[config.mk]
export PLATFORM = sky130hd
export DESIGN_NAME = uart_tx_fifo
export DESIGN_NICKNAME = d
export VERILOG_FILES = /design/src/rtl/uart_tx_fifo.sv
export SDC_FILE = /design/constraint.sdc
export NUM_CORES = 1
export LEC_CHECK = 0
export ABC_CLOCK_PERIOD_IN_PS = 3900
export CAP_MARGIN = 20
export CORE_MARGIN = 8
export CORE_UTILIZATION = 70
export CTS_BUF_LIST = sky130_fd_sc_hd__clkbuf_2 sky130_fd_sc_hd__clkbuf_4 sky130_fd_sc_hd__clkbuf_8
export CTS_CLUSTER_SIZE = 30
export DETAILED_ROUTE_END_ITERATION = 7
export DONT_BUFFER_PORTS = 1
export PLACE_DENSITY_LB_ADDON = 0.08
export SLEW_MARGIN = 25
export SYNTH_ARGS = -nofsm -noshare
export SYNTH_HDL_FRONTEND = slang
export SYNTH_SLANG_ARGS = --single-unit
[constraint.sdc]
create_clock -name clk -period 3.9 [get_ports clk]
set_input_delay 0.39 -clock clk [delete_from_list [all_inputs] [get_ports clk]]
set_output_delay 0.39 -clock clk [all_outputs]
set_load 0.05 [all_outputs]
[src/rtl/uart_tx_fifo.sv]
// UART transmitter with a FIFO-buffered valid/ready input and configurable frame format.
// Optional break generation is compiled in with `define UART_TX_BREAK_EN (adds input brk).
`timescale 1ns/1ps

module uart_tx_fifo #(
    parameter int unsigned DATA_WIDTH  = 8,
    parameter int unsigned BAUD_RATE   = 9600,
    parameter int unsigned CLK_FREQ    = 100_000_000,
    parameter int unsigned FIFO_DEPTH  = 4,
    parameter int unsigned PARITY_MODE = 0,
    parameter int unsigned STOP_BITS   = 1
) (
    input  logic                          clk,
    input  logic                          rstn,
    input  logic [DATA_WIDTH-1:0]         data,
    input  logic                          valid,
`ifdef UART_TX_BREAK_EN
    input  logic                          brk,
`endif
    output logic                          ready,
    output logic                          sig,
    output logic                          busy,
    output logic [$clog2(FIFO_DEPTH):0]   count
);

    localparam int unsigned PULSE_WIDTH = CLK_FREQ / BAUD_RATE;
    localparam int unsigned TW          = $clog2(PULSE_WIDTH);
    localparam int unsigned AW          = $clog2(FIFO_DEPTH);
    localparam int unsigned CW          = AW + 1;
    localparam int unsigned BW          = $clog2(DATA_WIDTH);

    typedef enum logic [2:0] {
        S_IDLE,
        S_START,
        S_DATA,
        S_PARITY,
`ifdef UART_TX_BREAK_EN
        S_STOP,
        S_BRK,
        S_BRK_GAP
`else
        S_STOP
`endif
    } state_e;

    logic [DATA_WIDTH-1:0] mem_q [FIFO_DEPTH];
    logic [AW-1:0]         wr_ptr_q, rd_ptr_q;
    logic [CW-1:0]         count_q;

    state_e                state_q;
    logic [TW-1:0]         timer_q;
    logic [BW-1:0]         bit_q;
    logic                  stop_q;
    logic [DATA_WIDTH-1:0] shift_q;
    logic                  par_q;
    logic                  sig_q;

    logic                  push_c, pop_c, full_c, empty_c;
    logic                  bit_end_c, last_stop_c, par_c;
    logic [DATA_WIDTH-1:0] word_c;

    assign full_c      = (count_q == CW'(FIFO_DEPTH));
    assign empty_c     = (count_q == '0);
    assign ready       = rstn && !full_c;
    assign push_c      = valid && ready;
    assign bit_end_c   = (timer_q == TW'(PULSE_WIDTH - 1));
    assign last_stop_c = (stop_q == 1'(STOP_BITS - 1));
    assign word_c      = mem_q[rd_ptr_q];
    assign par_c       = (PARITY_MODE == 2) ? ~^word_c : ^word_c;

    assign sig   = sig_q;
    assign count = count_q;
    assign busy  = (state_q != S_IDLE) || (count_q != '0);

    // Pop exactly on the edge where a new frame's start bit is launched.
    always_comb begin
        pop_c = 1'b0;
        case (state_q)
            S_IDLE:    pop_c = !empty_c;
            S_STOP:    pop_c = bit_end_c && last_stop_c && !empty_c;
`ifdef UART_TX_BREAK_EN
            S_BRK_GAP: pop_c = bit_end_c && !empty_c;
`endif
            default:   pop_c = 1'b0;
        endcase
`ifdef UART_TX_BREAK_EN
        if (brk) pop_c = 1'b0;
`endif
    end

    // Storage array needs no reset; validity is tracked by count_q.
    always_ff @(posedge clk) begin
        if (push_c) mem_q[wr_ptr_q] <= data;
    end

    always_ff @(posedge clk or negedge rstn) begin
        if (!rstn) begin
            wr_ptr_q <= '0;
            rd_ptr_q <= '0;
            count_q  <= '0;
        end else begin
            if (push_c) wr_ptr_q <= wr_ptr_q + AW'(1);
            if (pop_c)  rd_ptr_q <= rd_ptr_q + AW'(1);
            case ({push_c, pop_c})
                2'b10:   count_q <= count_q + CW'(1);
                2'b01:   count_q <= count_q - CW'(1);
                default: count_q <= count_q;
            endcase
        end
    end

    always_ff @(posedge clk or negedge rstn) begin
        if (!rstn) begin
            state_q <= S_IDLE;
            timer_q <= '0;
            bit_q   <= '0;
            stop_q  <= 1'b0;
            shift_q <= '0;
            par_q   <= 1'b0;
            sig_q   <= 1'b1;
        end else begin
            timer_q <= bit_end_c ? '0 : timer_q + TW'(1);
            case (state_q)
                S_IDLE: begin
                    timer_q <= '0;
                    if (pop_c) begin
                        state_q <= S_START;
                        shift_q <= word_c;
                        par_q   <= par_c;
                        sig_q   <= 1'b0;
                    end
`ifdef UART_TX_BREAK_EN
                    else if (brk) begin
                        state_q <= S_BRK;
                        sig_q   <= 1'b0;
                    end
`endif
                end
                S_START: begin
                    if (bit_end_c) begin
                        state_q <= S_DATA;
                        bit_q   <= '0;
                        sig_q   <= shift_q[0];
                        shift_q <= shift_q >> 1;
                    end
                end
                S_DATA: begin
                    if (bit_end_c) begin
                        if (bit_q == BW'(DATA_WIDTH - 1)) begin
                            stop_q <= 1'b0;
                            if (PARITY_MODE != 0) begin
                                state_q <= S_PARITY;
                                sig_q   <= par_q;
                            end else begin
                                state_q <= S_STOP;
                                sig_q   <= 1'b1;
                            end
                        end else begin
                            bit_q   <= bit_q + BW'(1);
                            sig_q   <= shift_q[0];
                            shift_q <= shift_q >> 1;
                        end
                    end
                end
                S_PARITY: begin
                    if (bit_end_c) begin
                        state_q <= S_STOP;
                        stop_q  <= 1'b0;
                        sig_q   <= 1'b1;
                    end
                end
                S_STOP: begin
                    if (bit_end_c) begin
                        if (!last_stop_c) begin
                            stop_q <= 1'b1;
                        end else if (pop_c) begin
                            state_q <= S_START;
                            shift_q <= word_c;
                            par_q   <= par_c;
                            sig_q   <= 1'b0;
                        end
`ifdef UART_TX_BREAK_EN
                        else if (brk) begin
                            state_q <= S_BRK;
                            sig_q   <= 1'b0;
                        end
`endif
                        else begin
                            state_q <= S_IDLE;
                        end
                    end
                end
`ifdef UART_TX_BREAK_EN
                // Line held low while brk; release starts a one-bit idle guard.
                S_BRK: begin
                    timer_q <= '0;
                    if (!brk) begin
                        state_q <= S_BRK_GAP;
                        sig_q   <= 1'b1;
                    end
                end
                S_BRK_GAP: begin
                    if (bit_end_c) begin
                        if (pop_c) begin
                            state_q <= S_START;
                            shift_q <= word_c;
                            par_q   <= par_c;
                            sig_q   <= 1'b0;
                        end else if (brk) begin
                            state_q <= S_BRK;
                            sig_q   <= 1'b0;
                        end else begin
                            state_q <= S_IDLE;
                        end
                    end
                end
`endif
                default: begin
                    state_q <= S_IDLE;
                    sig_q   <= 1'b1;
                end
            endcase
        end
    end

endmodule
==> metrics.txt, run 1 <==
status finished clean; Final Power 0.00218 W; relative slew slack 59.3%; gpl congestion 0.779; Ant. Diodes 0; M2 GR Usage 25.3%; gr ovfl total 0; Num CTS Buffers 9; CTS resizes 0; area of the die 0.00688 mm^2; PortBufs 0; share of cells above drive strength 1 22.1%; RSZ-0062 raised after global routing false; first-pass GRT wire length 9.36 mm; EDFF count, synth 32; CTS sink cnt 68; worst vdd ir 0.000590 V; Final nets 250; max_cap viols 0; post-synthesis average cell area 14.0 um^2; GR met3 Demand/Resource 4.59%; root buf cell clkbuf_8; CP Capture Type register; met1 Resource Use GR 21.8%; DRT iter0 DRCs 178; core area 0.00432 mm^2; Yosys cell types 41; Tightest Pin Transition 0.609 ns; DRC errors left 0; initial antenna violation count 0; post-synthesis sequential area ratio 59.3%; worst setup margin 1.08 ns; DP Wirelength 3.67 mm; count of pins over their slew limit 0; num ports 17; commonest non-fill, non-tap cell in the layout dfrtp_1; largest net degree at the start of global routing 37; Max Fclk 355 MHz; Place WS 1.16 ns; Layout fillers 253; Synth Register Bits 68; Final setup viols 0; CTS max path bufs 2; antenna-violating nets left 0; Die Ht 83.0 um; synth warn 0; clk_lat worst skew 0.34 ns; H-tree Lvls 3; final wirelength 5.43 mm; postcts setup bufs 0; Via density 6.31; Avg WL per Cell 18.9 um; Placed Cells 269; Lkg Pwr 1.39 nW; Critical Path Source Type register; ys flop type dfrtp_1; vias post-DR 1812; DRT Pass-1 Iters 4; Final Util 79.2%; skew final 0.00864 ns; syn nets 245; GR peak layer met2; vias in the first global route 1864; cell taking the most area after synthesis edfxtp_1; Die W 83.0 um; CP max FO 7; setup TNS 0 ns; Worst Hold Class input port to register; pwr dens 638 mW/mm^2; share of the synthesized area in the top cell type 30.6%; Worst Path Class, Setup register to register; most frequent cells in the layout 35 x dfrtp_1, 32 x edfxtp_1, 19 x mux2_2, 18 x nor2_1, 13 x xor2_1; synth-to-layout area growth 9.05%; ys async rst share 52.9%; share of the clock period used by the worst path 72.2%; Cells after Synth 225; synthesized area 0.00314 mm^2; Critical Path RT 4.16 ns; # hold bufs at CTS 2; WP data arrival 3.08 ns; fin cells 287; ranking of synthesized cells by area edfxtp_1 31%, dfrtp_1 28%, mux2_2 6.8%; Starting Density 72.6%; CTS tree yes; gr usage total 17.0%; final period demand of the worst path 2.82 ns; clk slew on worst S/H paths 0.07 ns; Row Count 24; final hold vios 0
==> where the power goes <==
group / total, W / switching, W / internal (W)
Sequential: 0.00111 / 0.000212 / 0.000895
Clock: 0.000639 / 0.000249 / 0.000391
Combinational: 0.000439 / 0.000196 / 0.000242
==> logic make-up (layout without fill, tap and decap cells) <==
group	Yosys count	after routing	synth area share [%]
flip-flops	68	68	59.3
AND/OR/NAND/NOR	62	62	11.3
multiplexers	29	29	13.2
AO/OA/AOI/OAI	21	21	4.82
XOR/XNOR	18	18	5.02
buffers and inverters	18	28	2.47
adder cells (fa/ha/maj)	9	9	3.83
==> routing by layer <==
layer  part of all wire, %  wire length (um)
met5                     0                 0
met4                   2.2               121
met3                   5.3               289
met2                    48              2610
met1                    44              2410
==> synthesized netlist by cell type, types with 6 or more instances <==
library cell,instances
dfrtp_1,35
edfxtp_1,32
mux2_2,19
nor2_1,18
xor2_1,13
inv_1,9
ha_1,8
mux4_2,8
and3_1,7
nand3_1,7
o21ai_0,6
==> worst max-delay path: stages (launching register included) <==
cell	delay (ns)
dfrtp_1	0.39
ha_1	0.25
and4_1	0.36
nand4_1	0.25
a21oi_1	0.38
ha_1	0.26
inv_1	0.06
fa_1	0.37
xor2_1	0.15
nor2_1	0.11
xor2_1	0.14
==> layout make-up <==
| class | count | area (um^2) | area share (%) |
|---|---|---|---|
| Tap cell | 52 | 65.1 | 1.90 |
| Clock buffer | 12 | 153 | 4.46 |
| Inverter | 9 | 33.8 | 0.987 |
| Clock inverter | 4 | 72.6 | 2.12 |
| Sequential cell | 68 | 1860 | 54.4 |
| Timing Repair Buffer | 3 | 37.5 | 1.10 |
| Multi-Input combinational cell | 139 | 1200 | 35.0 |
==> state kept, by name, summed over array words and instances (netlist names), 2 cells and up <==
register  cells
count         3
mem_q        32
rd_ptr_q      2
bit_q         3
state_q       3
timer_q      14
wr_ptr_q      2
shift_q       8
==> final timing paths <==
path	start	end	slack [ns]	cells after the start
min	data[4]	mem_q[3][4]$_DFFE_PP_	0.14	0
max reg2reg	timer_q[0]$_DFF_PN0_	count[2]$_DFFE_PN0P_	1.08	10
max	timer_q[0]$_DFF_PN0_	count[2]$_DFFE_PN0P_	1.08	10
max in group asynchronous	rstn	sig$_DFFE_PN1P_	3.15	2
min in group asynchronous	rstn	shift_q[4]$_DFFE_PN0P_	0.50	2
min reg2reg	timer_q[0]$_DFF_PN0_	timer_q[0]$_DFF_PN0_	0.50	1
==> metrics by stage <==
stage / hold slack [ns] / area [um^2]
6_report: 0.139 / 3420
5_1_grt: 0.123 / 3420
4_1_cts: 0.128 / 3420
3_5_place_dp: 0.0955 / 3170
3_3_place_gp: 0.0955 / 3170
2_1_floorplan: 0.0944 / 3140
Note: power is estimated with default switching activity, not from simulation.
==> run 2, diff against run 1 <==
- ABC_CLOCK_PERIOD_IN_PS: 3900 -> 2700
- CORE_UTILIZATION: 70 -> 65
- clock period: 3.9 -> 2.7 ns (I/O delays scaled with it)
==> metrics.txt, run 2 (synthesized netlist as in run 1, its figures left out) <==
Final nets 261 (was 250); initial antenna violation count 0 (unchanged); Slowest-stage cell, CP dfrtp_1 (unchanged); relative slew slack 58.1% (was 59.3%); gr usage total 16.8% (was 17.0%); largest net degree at the start of global routing 37 (unchanged); Critical Path RT 2.96 ns (was 4.16 ns); synth-to-layout area growth 10.8% (was 9.05%); Worst Path Class, Setup register to register (unchanged); vias post-DR 1820 (was 1812); Via density 6.07 (was 6.31); most frequent cells in the layout 35 x dfrtp_1, 32 x edfxtp_1, 19 x mux2_2, 18 x nor2_1, 13 x xor2_1 (unchanged); max_cap viols 0 (unchanged); clk slew on worst S/H paths 0.07 ns (about the same); largest reg by FF count mem_q (unchanged); Max Fclk 405 MHz (was 355 MHz); RSZ-0062 raised after global routing false (unchanged); setup TNS 0 ns (unchanged); gpl congestion 0.810 (was 0.779); Worst Hold Class input port to register (unchanged); pwr dens 854 mW/mm^2 (was 638 mW/mm^2); max reg flops 32 (unchanged); DRC errors left 0 (unchanged); count of pins over their slew limit 0 (unchanged); Starting Density 66.9% (was 72.6%); skew final 0.0114 ns (was 0.00864 ns); DRT Pass-1 Iters 4 (unchanged); CTS tree yes (unchanged); worst setup margin 0.230 ns (was 1.08 ns); FF-to-FF setup slack 0.23 ns (was 1.08 ns); WP data arrival 2.73 ns (was 3.08 ns); Final setup viols 0 (unchanged); CP delay by family, top adder cells (unchanged); postcts setup bufs 0 (unchanged); clk_lat worst skew 0.34 ns (about the same); buffer and inverter count on the worst path 1 (unchanged); Lkg Pwr 1.42 nW (was 1.39 nW); num ports 17 (unchanged); H-tree Lvls 3 (unchanged); Critical Path Source Type register (unchanged); Worst Hold Margin 0.0211 ns (was 0.139 ns); Row Count 25 (was 24); first-pass GRT wire length 9.32 mm (was 9.36 mm); CTS max path bufs 2 (unchanged); PortBufs 0 (unchanged); core area 0.00469 mm^2 (was 0.00432 mm^2); Num CTS Buffers 9 (unchanged); root buf cell clkbuf_8 (unchanged); biggest regs mem_q (32), timer_q (14), shift_q (8) (unchanged); area of the die 0.00731 mm^2 (was 0.00688 mm^2); Die W 85.5 um (was 83.0 um); vias in the first global route 1866 (was 1864); antenna-violating nets left 0 (unchanged); Avg WL per Cell 18.1 um (was 18.9 um); Tightest Pin Transition 0.626 ns (was 0.609 ns); CTS sink cnt 68 (unchanged); Ant. Diodes 0 (unchanged); gr ovfl total 0 (unchanged); CP max FO 7 (unchanged); CP cell instances ha_1 -> and4_2 -> nand4_1 -> a21oi_2 -> ha_1 -> inv_1 -> fa_1 -> xor2_1 -> nor2_1 -> xor2_1 (was ha_1 -> and4_1 -> nand4_1 -> a21oi_1 -> ha_1 -> inv_1 -> fa_1 -> xor2_1 -> nor2_1 -> xor2_1); DP Wirelength 3.75 mm (was 3.67 mm); Die Ht 85.5 um (was 83.0 um); final hold vios 0 (unchanged); final period demand of the worst path 2.47 ns (was 2.82 ns); Largest stage delay, worst path 0.40 ns (was 0.39 ns); DRT iter0 DRCs 113 (was 178); status finished clean (unchanged); final wirelength 5.42 mm (was 5.43 mm); worst vdd ir 0.000677 V (was 0.000590 V); CP Capture Type register (unchanged); share of the clock period used by the worst path 91.5% (was 72.2%); commonest non-fill, non-tap cell in the layout dfrtp_1 (unchanged); Place WS 0.161 ns (was 1.16 ns); share of cells above drive strength 1 25.2% (was 22.1%)
run 2: cell types whose count changed in the layout (fill, tap and decap cells not counted), sizes merged:
cell,change
clkinv,+5
bufinv,-2
dlygate4sd3,+3
buf,+8
clkbuf,-3
run 2: per-layer routing:
metal	GRT usage (%)	wire length, um	up-vias	share of wire [%]
met3	5.25	308	7	5.7
met2	24.4	2520	36	46
met4	10.5	124	0	2.3
li1	-	-	858	-
met1	21.4	2470	919	46
met5	0	0	-	0
run 2: through the flow:
stage,area (um^2),utilization (%),total power [W],std cells
global route,3480,74.1,0.00315,300
finish,3480,74.1,0.00297,300
CTS,3440,73.4,0.00300,297
floorplan,3150,-,0.00209,225
global placement,3250,69.2,0.00222,279
detailed placement,3250,69.2,0.00228,279
run 2: worst paths after layout:
| path | startpoint | end | depth (start not counted) |
|---|---|---|---|
| setup / recovery | timer_q[0]$_DFF_PN0_ | count[2]$_DFFE_PN0P_ | 10 |
| min in group asynchronous | rstn | shift_q[4]$_DFFE_PN0P_ | 2 |
| setup reg to reg | timer_q[0]$_DFF_PN0_ | count[2]$_DFFE_PN0P_ | 10 |
| max in group asynchronous | rstn | sig$_DFFE_PN1P_ | 2 |
| hold reg to reg | timer_q[0]$_DFF_PN0_ | timer_q[0]$_DFF_PN0_ | 1 |
| hold / removal | data[4] | mem_q[1][4]$_DFFE_PP_ | 0 |
run 2: where the power goes:
| part | switching (W) | internal (W) | total (W) |
|---|---|---|---|
| sequential | 0.000193 | 0.00129 | 0.00149 |
| combinational | 0.000391 | 0.000388 | 0.000779 |
| clock | 0.000377 | 0.000327 | 0.000704 |
| total | 0.000961 | 0.00201 | 0.00297 |
run 2: layout make-up:
class                   count  area, um^2
repair buffers             14         128
well taps                  54        67.6
fillers                   313        1210
multi-input cells         139        1220
inverters                   9        33.8
clock inverters             7        43.8
clock buffers               9         124
flip-flops and latches     68        1860
run 2: timing repair:
item | in CTS | in global routing
gates resized for setup | 0 | 2
setup endpoints to repair | 0 | 1
hold buffers | 2 | 3
hold endpoints to repair | 36 | 10
